[src/rtl/truth_table_lut_seq.sv]
// Run-time programmable N-input gate: serially loaded truth table, output
// updates only after the input vector has been stable for SETTLE cycles.
module truth_table_lut_seq #(
    parameter int unsigned        N_IN     = 3,
    parameter int unsigned        SETTLE   = 4,
    parameter logic [(2**N_IN)-1:0] TT_RESET = '0
) (
    input  logic            clk,
    input  logic            rst,
    input  logic            cfg_valid,
    input  logic            cfg_bit,
    input  logic            cfg_last,
    output logic            cfg_ready,
    output logic            cfg_done,
    output logic            cfg_err,
    input  logic [N_IN-1:0] in_vec,
    output logic            out,
    output logic            out_valid,
    output logic            out_chg
);

    localparam int unsigned TT_W    = 2 ** N_IN;
    localparam int unsigned BC_W    = $clog2(TT_W + 1);
    localparam int unsigned CNT_W   = (SETTLE > 1) ? $clog2(SETTLE) : 1;
    localparam int unsigned CNT_MAX = SETTLE - 1;

    typedef enum logic {
        ST_RUN  = 1'b0,
        ST_LOAD = 1'b1
    } state_t;

    state_t            state_q, state_d;
    logic [TT_W-1:0]   tt_q, tt_d;
    logic [TT_W-1:0]   sh_q, sh_d;
    logic [BC_W-1:0]   bit_cnt_q, bit_cnt_d;
    logic [N_IN-1:0]   in_q;
    logic [CNT_W-1:0]  stable_cnt_q, stable_cnt_d;
    logic              out_q, out_d;
    logic              out_valid_q, out_valid_d;
    logic              out_chg_q, out_chg_d;
    logic              cfg_done_q, cfg_done_d;
    logic              cfg_err_q, cfg_err_d;
    logic              cfg_ready_q;

    // Load-port decode shared by the next-state and output processes
    logic              accept;
    logic              is_full;
    logic              commit;
    logic              abort;
    logic [BC_W-1:0]   bit_cnt_inc;
    logic [TT_W-1:0]   sh_shifted;
    logic              in_same;
    logic              settle_hit;

    assign accept      = cfg_valid & cfg_ready_q;
    assign bit_cnt_inc = bit_cnt_q + BC_W'(1);
    assign is_full     = (bit_cnt_inc == BC_W'(TT_W));
    assign commit      = accept & cfg_last & is_full;
    assign abort       = accept & (cfg_last ^ is_full);
    assign sh_shifted  = {sh_q[TT_W-2:0], cfg_bit};
    assign in_same     = (in_vec == in_q);
    assign settle_hit  = (state_q == ST_RUN) && in_same
                         && (stable_cnt_q == CNT_W'(CNT_MAX));

    // State register and all datapath/output registers
    always_ff @(posedge clk) begin
        if (rst) begin
            state_q      <= ST_RUN;
            tt_q         <= TT_RESET;
            sh_q         <= '0;
            bit_cnt_q    <= '0;
            in_q         <= '0;
            stable_cnt_q <= '0;
            out_q        <= 1'b0;
            out_valid_q  <= 1'b0;
            out_chg_q    <= 1'b0;
            cfg_done_q   <= 1'b0;
            cfg_err_q    <= 1'b0;
            cfg_ready_q  <= 1'b0;
        end else begin
            state_q      <= state_d;
            tt_q         <= tt_d;
            sh_q         <= sh_d;
            bit_cnt_q    <= bit_cnt_d;
            in_q         <= in_vec;
            stable_cnt_q <= stable_cnt_d;
            out_q        <= out_d;
            out_valid_q  <= out_valid_d;
            out_chg_q    <= out_chg_d;
            cfg_done_q   <= cfg_done_d;
            cfg_err_q    <= cfg_err_d;
            cfg_ready_q  <= 1'b1;
        end
    end

    // Next state: a load ends on commit or abort, otherwise any accepted bit means LOAD
    always_comb begin
        state_d = state_q;
        if (commit || abort) begin
            state_d = ST_RUN;
        end else if (accept) begin
            state_d = ST_LOAD;
        end
    end

    // Next values of table, shift register, settle tracking and outputs
    always_comb begin
        tt_d         = tt_q;
        sh_d         = sh_q;
        bit_cnt_d    = bit_cnt_q;
        stable_cnt_d = '0;
        out_d        = out_q;
        out_valid_d  = out_valid_q;
        out_chg_d    = 1'b0;
        cfg_done_d   = 1'b0;
        cfg_err_d    = 1'b0;

        if (accept) begin
            sh_d      = sh_shifted;
            bit_cnt_d = bit_cnt_inc;
        end
        if (commit) begin
            tt_d       = sh_shifted;
            bit_cnt_d  = '0;
            cfg_done_d = 1'b1;
        end
        if (abort) begin
            bit_cnt_d = '0;
            cfg_err_d = 1'b1;
        end

        if (in_same) begin
            stable_cnt_d = (stable_cnt_q == CNT_W'(CNT_MAX)) ? stable_cnt_q
                                                              : stable_cnt_q + CNT_W'(1);
        end else begin
            out_valid_d = 1'b0;
        end
        // A fresh table restarts the full settle window
        if (commit) begin
            stable_cnt_d = '0;
        end

        if (settle_hit) begin
            out_d       = tt_q[in_q];
            out_valid_d = 1'b1;
            out_chg_d   = (tt_q[in_q] != out_q);
        end
        if (state_d == ST_LOAD) begin
            out_valid_d = 1'b0;
        end
    end

    assign cfg_ready = cfg_ready_q;
    assign cfg_done  = cfg_done_q;
    assign cfg_err   = cfg_err_q;
    assign out       = out_q;
    assign out_valid = out_valid_q;
    assign out_chg   = out_chg_q;

endmodule

[config.mk]
export PLATFORM = sky130hd
export DESIGN_NAME = truth_table_lut_seq
export DESIGN_NICKNAME = d
export VERILOG_FILES = /design/src/rtl/truth_table_lut_seq.sv
export SDC_FILE = /design/constraint.sdc
export NUM_CORES = 1
export LEC_CHECK = 0
export ABC_AREA = 1
export CAP_MARGIN = 20
export CORE_ASPECT_RATIO = 0.7
export CORE_MARGIN = 4
export CORE_UTILIZATION = 45
export CTS_CLUSTER_DIAMETER = 150
export DETAILED_ROUTE_END_ITERATION = 16
export GPL_ROUTABILITY_DRIVEN = 1
export HOLD_SLACK_MARGIN = 0.03
export PLACE_DENSITY = 0.77
export SYNTH_ARGS = -nofsm -noshare
export SYNTH_HDL_FRONTEND = slang
export SYNTH_SLANG_ARGS = --single-unit
[constraint.sdc]
create_clock -name clk -period 1.4 [get_ports clk]
set_input_delay 0.14 -clock clk [delete_from_list [all_inputs] [get_ports clk]]
set_output_delay 0.14 -clock clk [all_outputs]
set_load 0.05 [all_outputs]
==> results of run 1 <==
-- sequential cells by signal, indices dropped and copies added (netlist names) --
| signal | cells |
|---|---|
| sh_q | 7 |
| cfg_ready | 1 |
| tt_q | 8 |
| stable_cnt_q | 2 |
| state_q | 1 |
| bit_cnt_q | 4 |
| out_chg | 1 |
| out | 1 |
| in_q | 3 |
| cfg_err | 1 |
| cfg_done | 1 |
| out_valid | 1 |
-- worst min-delay path, delay by kind of cell --
kind                   cells  cell delay (ns)
buffers and inverters      2             0.50
AND/OR/NAND/NOR            1             0.03
-- layer usage --
metal,up-vias,wire length (um),track usage
li1,595,-,-
met1,530,1200,0.177
met2,25,1270,0.244
met3,9,156,0.0759
met4,0,81,0.0828
met5,-,0,0
-- cells by family (layout without fill, tap and decap cells) --
kind of cell,count (synthesis),after routing,share of synthesized area
simple gates,94,94,0.332
flops,31,31,0.471
buf+inv,26,48,0.0779
compound gates,13,13,0.0523
xor+xnor,6,6,0.0399
fa+ha+maj,2,2,0.0190
mux,1,1,0.00760
-- worst paths after layout --
check | start | to
worst max register to register | bit_cnt_q[0]$_SDFFE_PP0N_ | tt_q[2]$_SDFFE_PP0P_
worst min register to register | tt_q[7]$_SDFFE_PP0P_ | tt_q[7]$_SDFFE_PP0P_
worst max-delay path | bit_cnt_q[0]$_SDFFE_PP0N_ | tt_q[2]$_SDFFE_PP0P_
worst min-delay path | in_vec[2] | in_q[2]$_SDFF_PP0_
-- cells in the mapped netlist --
cell type,number
dfxtp_1,31
nand2_1,30
nor2_1,28
nand3_1,26
inv_1,20
o21ai_0,7
a21oi_1,5
xor2_1,5
buf_2,4
nand2_2,3
ha_1,2
nand4_1,2
clkbuf_1,1
clkinv_1,1
mux2i_1,1
nand3_4,1
nor2_2,1
nor3_1,1
nor3_4,1
nor3b_2,1
o2111ai_1,1
xnor2_1,1
-- through the flow --
step,utilization,hold WS (ns),std cells,TNS (ns)
global route,0.583,0.426,231,0
finish,0.583,0.425,231,0
CTS,0.570,0.418,230,0
global placement,0.541,0.465,222,-0.00123
floorplan,-,0.247,173,0
detailed placement,0.541,0.470,222,-0.0261
-- power groups by stage --
stage                     combinational (W)  sequential [W]  clock [W]
after CTS                          0.000158        0.000930   0.000681
after global placement             0.000150        0.000947          0
after global routing               0.000178        0.000933   0.000731
final                              0.000160        0.000931   0.000660
after floorplan                   0.0000926        0.000952          0
after detailed placement           0.000155        0.000949          0
-- layout make-up --
class | count | area [sq um] | share of cell area
clock buffer | 7 | 76.3 | 0.0467
clock inverter | 1 | 5.00 | 0.00306
inverter | 21 | 78.8 | 0.0482
multi-input combinational | 116 | 616 | 0.377
sequential | 31 | 624 | 0.382
tap | 36 | 45.0 | 0.0276
timing repair buffer | 19 | 189 | 0.116
-- repair_timing --
action	CTS	global route
hold buffers	0	0
endpoints found under the setup margin	0	12
resized for setup	0	8
buffers inserted	0	1
==> out/results.ini, run 1 <==
[status]
status = completed

[cells_and_area]
fin_area_sq_mm = 0.00163
fin_nets = 204
num-fill-cells = 260
mostFrequentLayoutCells = nand2_1, dfxtp_1, nor2_1
mostFrequentLayoutCell = nand2_1
num_antenna_cells = 0
layout-drive-gt1-share = 0.159
area_delta_synth_final_pct = 24.1

[timing]
timing.final.ws_setup_ns = 0.0738
maxSlewViolCount = 0
setup_viol = 0
rsz0062_at_grt = false
relSlewSlack = 0.794
fmax_mhz = 754
tightest_slew_ns = 0.306
finalClockSkew_ns = 0.00264
period_share = 0.947
finalHoldViolCount = 0
fin_crit_ns = 1.33

[job]
maxCapViolCount = 0

[critical_path]
r2r_cells = 8
cp.arrival_ns = 1.56
r2r_slack_ns = 0.07
path_cells = ha_1, nand2_1, inv_1, nand3_4, nor3_4, buf_6, nand3_1, nand2_1
cp.required_ns = 1.63
worst-path-stages = 8
cp_slowest_stage_delay_ns = 0.36
path_delay_family = simple AND/OR/NAND/NOR gates
cp_common_cell = nand2_1
slowest_stage = dfxtp_2
path_max_fanout = 8
critPathKind = flip-flop to flip-flop
cp-start-kind = flip-flop
end_kind = flip-flop
crit_buf_inv = 2

[global_routing]
gr-total-overflow = 0
grt_pass1_wl_um = 4430
grt_antenna_before_repair = 0
first_global_vias = 1040
grt_start_max_net_pins = 26
grt_usage = 0.156

[detailed_routing]
viasPerCell = 5.02
wl_per_cell_um = 11.7
ant_nets = 0
route.vias.total = 1159
wirelength_um = 2710
drtIter0Drc = 84
dr.pass1.iters = 4
drc_errors = 0

[die]
die_width_um = 72.6
std_cell_rows = 16
core-area_sq_mm = 0.00280
dieArea_sq_mm = 0.00387
ios = 14
start_util = 0.470
die_y_um = 53.3

[clock_network]
cts_root_buf = clkbuf_8
cts.htree.levels = 2
clk_path_buf_depth = 2
clock_latency_ns = 0.28
clk_pin_slew_ns = 0.06
numCtsBuffers = 5
cts_tree = yes
cts_sinks = 31

[yosys]
synthTopCellsByArea = dfxtp_1, nand3_1, nand2_1
ys_ff_latch = 31
synth_top_area_cell = dfxtp_1
syn_area_sq_mm = 0.00132
yosys_warnings = 0
syn_inst = 173
synthDistinctLibCells = 22
syn_avg_cell_area_sq_um = 7.61
netlist.area_leader.share = 0.471
postSynthNetCount = 183
seq_area_frac_synth = 0.471

[placed_design]
pre_cts_ws_ns = -0.0261
gp_congestion = 0.812
portBuffers = 13
place_hpwl_um = 1920
place_area_sq_mm = 0.00152

[hold_path]
whs_path_depth = 3
hold_class = primary input to flip-flop

[power]
power.total_w = 0.00175
p_int_w = 0.00132
power_switching_w = 0.000427
swShare = 0.244
p_leak_nw = 0.735
p_per_area_mw_per_mm2 = 1070
clkPwrFrac = 0.377
combinationalPowerShare = 0.091
peakVddDrop_uv = 758
seqPwrFrac = 0.532

Note: power is estimated with default switching activity, not from simulation.
==> inputs of run 2 (changes only) <==
Settings changed: CORE_UTILIZATION 45 to 52, PLACE_DENSITY 0.77 to 0.85.
==> run 2 against run 1 <==
Design area down 2.3%. Sequential cell count unchanged. First-iteration DRC count fell by 9.5%. Setup slack worse by 0.023 ns. Utilization is 12 points higher. Die area down 12%. Total power shrank 12%. Final cell count shrank 1.7%. Sequential share of layout area is 1.1 points higher. Global-route usage increased by 2.2 points. Wire length shrank 2.1%. Largest power group unchanged.
==> out/results.ini, run 2 (same netlist as run 1, synthesis figures left out) <==
[cells_and_area]
area_delta_synth_final_pct = 21.3
num_antenna_cells = 0  ; unchanged
top_register = tt_q
num-fill-cells = 205  ; -21%
layout-drive-gt1-share = 0.164  ; +0.00513
largestRegisters = tt_q: 8 flops, sh_q: 7 flops, bit_cnt_q: 4 flops
fin_nets = 206  ; +0.98%
mostFrequentLayoutCells = nand2_1, nor2_1, dfxtp_1
fin_area_sq_mm = 0.00160  ; -2.3%
largest_reg_flops = 8  ; unchanged
fin_util = 0.701  ; +0.118
mostFrequentLayoutCell = nand2_1
stdcell_count = 227  ; -1.7%

[critical_path]
critPathKind = flip-flop to flip-flop
r2r_start = bit_cnt_q[1]$_SDFFE_PP0N_
worstSetupStartpoint = bit_cnt_q[1]$_SDFFE_PP0N_
end_kind = flip-flop
cp.arrival_ns = 1.62  ; +0.06 ns
cp.required_ns = 1.67  ; +0.04 ns
cp-start-kind = flip-flop
path_max_fanout = 8  ; unchanged

[die]
dieArea_sq_mm = 0.00341  ; -12%
core-area_sq_mm = 0.00228  ; -19%
ios = 14  ; unchanged
std_cell_rows = 14  ; -2
die_y_um = 50.1  ; -5.9%
die_width_um = 68.1  ; -6.2%
start_util = 0.578  ; +0.108

[timing]
period_share = 0.964  ; +0.0167
rsz0062_at_grt = true
timing.final.ws_setup_ns = 0.0504  ; -0.0234 ns
fin_crit_ns = 1.35  ; +0.0234 ns
fmax_mhz = 741  ; -1.7%
tightest_slew_ns = 0.375  ; +0.0691 ns
finalClockSkew_ns = 0.00464  ; +0.00200 ns
whs_ns = 0.386  ; -0.0392 ns
setup_viol = 0  ; unchanged
maxSlewViolCount = 0  ; unchanged
finalHoldViolCount = 0  ; unchanged
relSlewSlack = 0.748  ; -0.0464

[global_routing]
gr-total-overflow = 0  ; unchanged
grt_start_max_net_pins = 29  ; +12%
gr-usage-met1 = 0.225  ; +0.0480
grt_antenna_before_repair = 0  ; unchanged
first_global_vias = 1065  ; +2.4%
use_met2 = 0.275  ; +0.0312
top_usage_layer = met2
grt_usage = 0.178  ; +0.0218
grt_use_met3 = 0.0545  ; -0.0214
grt_pass1_wl_um = 4510  ; +1.7%

[placed_design]
gp_congestion = 0.847  ; +4.2%
place_area_sq_mm = 0.00150  ; -1.2%
portBuffers = 13  ; unchanged
pre_cts_ws_ns = -0.0428  ; -0.0167 ns
dp.cells = 218  ; -1.8%
place_hpwl_um = 1950  ; +1.6%

[detailed_routing]
wirelength_um = 2660  ; -2.1%
dr.pass1.iters = 4  ; unchanged
viasPerCell = 5.08  ; +1.2%
drc_errors = 0  ; unchanged
drtIter0Drc = 76  ; -9.5%
route.vias.total = 1153  ; -0.52%
ant_nets = 0  ; unchanged
wl_per_cell_um = 11.7  ; -0.38%

[clock_network]
cts.htree.levels = 2  ; unchanged
cts_sinks = 31  ; unchanged
clk_path_buf_depth = 2  ; unchanged
cts_root_buf = clkbuf_4
clock_latency_ns = 0.32  ; +0.04 ns
clk_pin_slew_ns = 0.09  ; +0.03 ns
cts_tree = yes
numCtsBuffers = 5  ; unchanged

[status]
status = completed

[power]
p_per_area_mw_per_mm2 = 971  ; -9.4%
peakVddDrop_uv = 671  ; -12%
p_leak_nw = 0.721  ; -1.9%

[job]
maxCapViolCount = 0  ; unchanged

[hold_path]
hold_class = primary input to flip-flop
min_from = in_vec[1]

==> run 2: cell types whose count changed in the layout (fill, tap and decap cells not counted), sizes merged <==
cell / delta
buf: +2
clkbuf: -1
clkinv: -1
==> run 2: layout make-up <==
class | count | area (sq um) | area share
flip-flops and latches | 31 | 627 | 0.393
well taps | 32 | 40.0 | 0.0251
multi-input cells | 116 | 618 | 0.387
repair buffers | 21 | 191 | 0.120
clock buffers | 6 | 41.3 | 0.0259
inverters | 21 | 78.8 | 0.0494
==> run 2: worst max-delay path, stage by stage, from the launching register on <==
cell     delay [ns]
dfxtp_2        0.39
ha_4           0.14
nand2_1        0.07
inv_2          0.08
nand3_4        0.09
nor3_4         0.33
nand3_1        0.12
nand2_1        0.07
==> run 2: per-layer routing <==
| metal | up-vias | wire [um] |
|---|---|---|
| met2 | 30 | 1220 |
| met3 | 7 | 147 |
| li1 | 592 | - |
| met4 | 0 | 54 |
| met1 | 524 | 1240 |
| met5 | - | 0 |
==> run 2: where the power goes <==
group,total [W],switching (W),leakage (nW),internal (W)
clock network,0.000452,0.000273,0.0242,0.000178
registers,0.000931,0.0000231,0.254,0.000908
logic,0.000168,0.0000920,0.443,0.0000757
==> run 2: timing repair <==
item / 4_1_cts / 5_1_grt
setup buffers: 0 / 3
hold buffers: 0 / 0
endpoints found under the setup margin: 10 / 13
resized for setup: 2 / 8
pin swaps: 0 / 4
==> run 2: worst paths after layout <==
check	cells after the start	to	slack, ns
max	7	tt_q[6]$_SDFFE_PP0P_	0.05
min	3	in_q[1]$_SDFF_PP0_	0.39
max reg2reg	7	tt_q[6]$_SDFFE_PP0P_	0.05
min reg2reg	2	tt_q[6]$_SDFFE_PP0P_	0.48
==> run 2: stage by stage <==
| step | power [W] | TNS, ns |
|---|---|---|
| after floorplan | 0.00104 | 0 |
| after global placement | 0.00110 | 0 |
| after detailed placement | 0.00110 | -0.283 |
| after CTS | 0.00155 | 0 |
| after global routing | 0.00163 | -0.528 |
| final | 0.00155 | 0 |
==> inputs of run 3 (changes only) <==
Settings changed: CTS_BUF_LIST set to sky130_fd_sc_hd__clkbuf_8.
==> run 3 against run 2 <==
Critical path depth stayed put. Via count is 1.0% higher. Design area is 2.0% higher. Register-to-register slack better by 0.02 ns. Wire length is 1.4% higher.
==> out/results.ini, run 3 (same netlist as run 1, synthesis figures left out) <==
[cells_and_area]
largestRegisters = tt_q: 8 flops, sh_q: 7 flops, bit_cnt_q: 4 flops
largest_reg_flops = 8  ; unchanged
mostFrequentLayoutCell = nand2_1
area_delta_synth_final_pct = 23.7
top_register = tt_q
fin_util = 0.715  ; +0.0137
fin_nets = 206  ; unchanged
mostFrequentLayoutCells = nand2_1, nor2_1, dfxtp_1
layout-drive-gt1-share = 0.164  ; unchanged
num_antenna_cells = 0  ; unchanged

[die]
die_y_um = 50.1  ; unchanged
ios = 14  ; unchanged
start_util = 0.578  ; unchanged
std_cell_rows = 14  ; unchanged
dieArea_sq_mm = 0.00341  ; unchanged
die_width_um = 68.1  ; unchanged
core-area_sq_mm = 0.00228  ; unchanged

[detailed_routing]
drc_errors = 0  ; unchanged
dr.pass1.iters = 4  ; unchanged
ant_nets = 0  ; unchanged
viasPerCell = 5.13  ; +1.0%
wl_per_cell_um = 11.9  ; +1.4%
drtIter0Drc = 56  ; -26%
wirelength_um = 2690  ; +1.4%
route.vias.total = 1165  ; +1.0%

[power]
peakVddDrop_uv = 727  ; +8.4%
power.total_w = 0.00172  ; +11%
p_per_area_mw_per_mm2 = 1050  ; +8.6%
p_leak_nw = 0.738  ; +2.4%

[critical_path]
cp.arrival_ns = 1.55  ; -0.07 ns
cp-start-kind = flip-flop
critPathKind = flip-flop to flip-flop
end_kind = flip-flop
path_max_fanout = 8  ; unchanged
cp.required_ns = 1.62  ; -0.05 ns

[job]
maxCapViolCount = 0  ; unchanged

[timing]
period_share = 0.951  ; -0.0128
relSlewSlack = 0.762  ; +0.0135
setup_viol = 0  ; unchanged
tightest_slew_ns = 0.355  ; -0.0201 ns
finalClockSkew_ns = 0.00192  ; -0.00272 ns
finalHoldViolCount = 0  ; unchanged
fmax_mhz = 751  ; +1.3%
rsz0062_at_grt = true
fin_crit_ns = 1.33  ; -0.0179 ns
maxSlewViolCount = 0  ; unchanged

[clock_network]
clock_latency_ns = 0.28  ; -0.04 ns
cts_hold_buf = 0  ; unchanged
numCtsBuffers = 5  ; unchanged
cts_sinks = 31  ; unchanged
clk_path_buf_depth = 2  ; unchanged
cts_root_buf = clkbuf_8
clk_pin_slew_ns = 0.06  ; -0.03 ns
cts_tree = yes
cts.htree.levels = 2  ; unchanged

[placed_design]
place_hpwl_um = 1950  ; unchanged
portBuffers = 13  ; unchanged
gp_congestion = 0.847  ; unchanged

[global_routing]
grt_start_max_net_pins = 29  ; unchanged
gr-total-overflow = 0  ; unchanged
grt_usage = 0.183  ; +0.00465
grt_antenna_before_repair = 0  ; unchanged
grt_pass1_wl_um = 4600  ; +2.0%
first_global_vias = 1090  ; +2.3%

[hold_path]
hold_class = primary input to flip-flop

[status]
status = completed

run 3: cell types whose count changed in the layout (fill, tap and decap cells not counted):
cell | previous run | this run
clkbuf_1 | 1 | 0
clkbuf_4 | 5 | 0
clkbuf_8 | 0 | 5
inv_1 | 19 | 20
run 3: critical path: stages, from the launching register on:
cell and delay, ns:
dfxtp_4 0.38, ha_4 0.14, nand2_1 0.07, inv_2 0.08
nand3_4 0.10, nor3_4 0.33, nand3_1 0.12, nand2_1 0.08
run 3: layer usage:
| layer | up-vias | global-route usage | routed length (um) |
|---|---|---|---|
| li1 | 593 | - | - |
| met1 | 532 | 0.225 | 1180 |
| met2 | 33 | 0.286 | 1280 |
| met3 | 7 | 0.0545 | 173 |
| met4 | 0 | 0.0891 | 63 |
| met5 | - | 0 | 0 |
run 3: final timing paths:
check | startpoint | to | slack, ns | cells after the start
worst min-delay path | in_vec[1] | in_q[1]$_SDFF_PP0_ | 0.44 | 3
worst min register to register | sh_q[6]$_SDFFE_PP0N_ | tt_q[7]$_SDFFE_PP0P_ | 0.47 | 2
worst max-delay path | bit_cnt_q[0]$_SDFFE_PP0N_ | tt_q[0]$_SDFFE_PP0P_ | 0.07 | 7
worst max register to register | bit_cnt_q[0]$_SDFFE_PP0N_ | tt_q[0]$_SDFFE_PP0P_ | 0.07 | 7
run 3: cell type report:
| cell class | count | area, sq um |
|---|---|---|
| clock buffer | 5 | 68.8 |
| clock inverter | 1 | 3.75 |
| fill | 196 | 649 |
| inverter | 21 | 78.8 |
| multi-input combinational | 116 | 618 |
| sequential | 31 | 627 |
| tap | 32 | 40.0 |
| timing repair buffer | 21 | 191 |
run 3: power breakdown:
| part | switching [W] | internal, W |
|---|---|---|
| Sequential | 0.0000231 | 0.000909 |
| Combinational | 0.0000928 | 0.0000756 |
| Clock | 0.000292 | 0.000323 |
run 3: what timing repair did:
item                                    CTS  global route
pin swaps                                 0             4
endpoints found under the setup margin   10            16
gates resized for setup                   2             8
setup buffers                             0             3
run 3: per-stage QoR:
stage	hold WS [ns]	setup TNS [ns]	cell area (sq um)	cells	setup WS [ns]
floorplan	0.247	0	1320	173	0.149
global placement	0.459	0	1500	218	0.0534
detailed placement	0.464	-0.283	1500	218	-0.0428
CTS	0.429	0	1580	224	0.0125
global route	0.446	-0.460	1630	227	-0.0932
finish	0.437	0	1630	227	0.0683
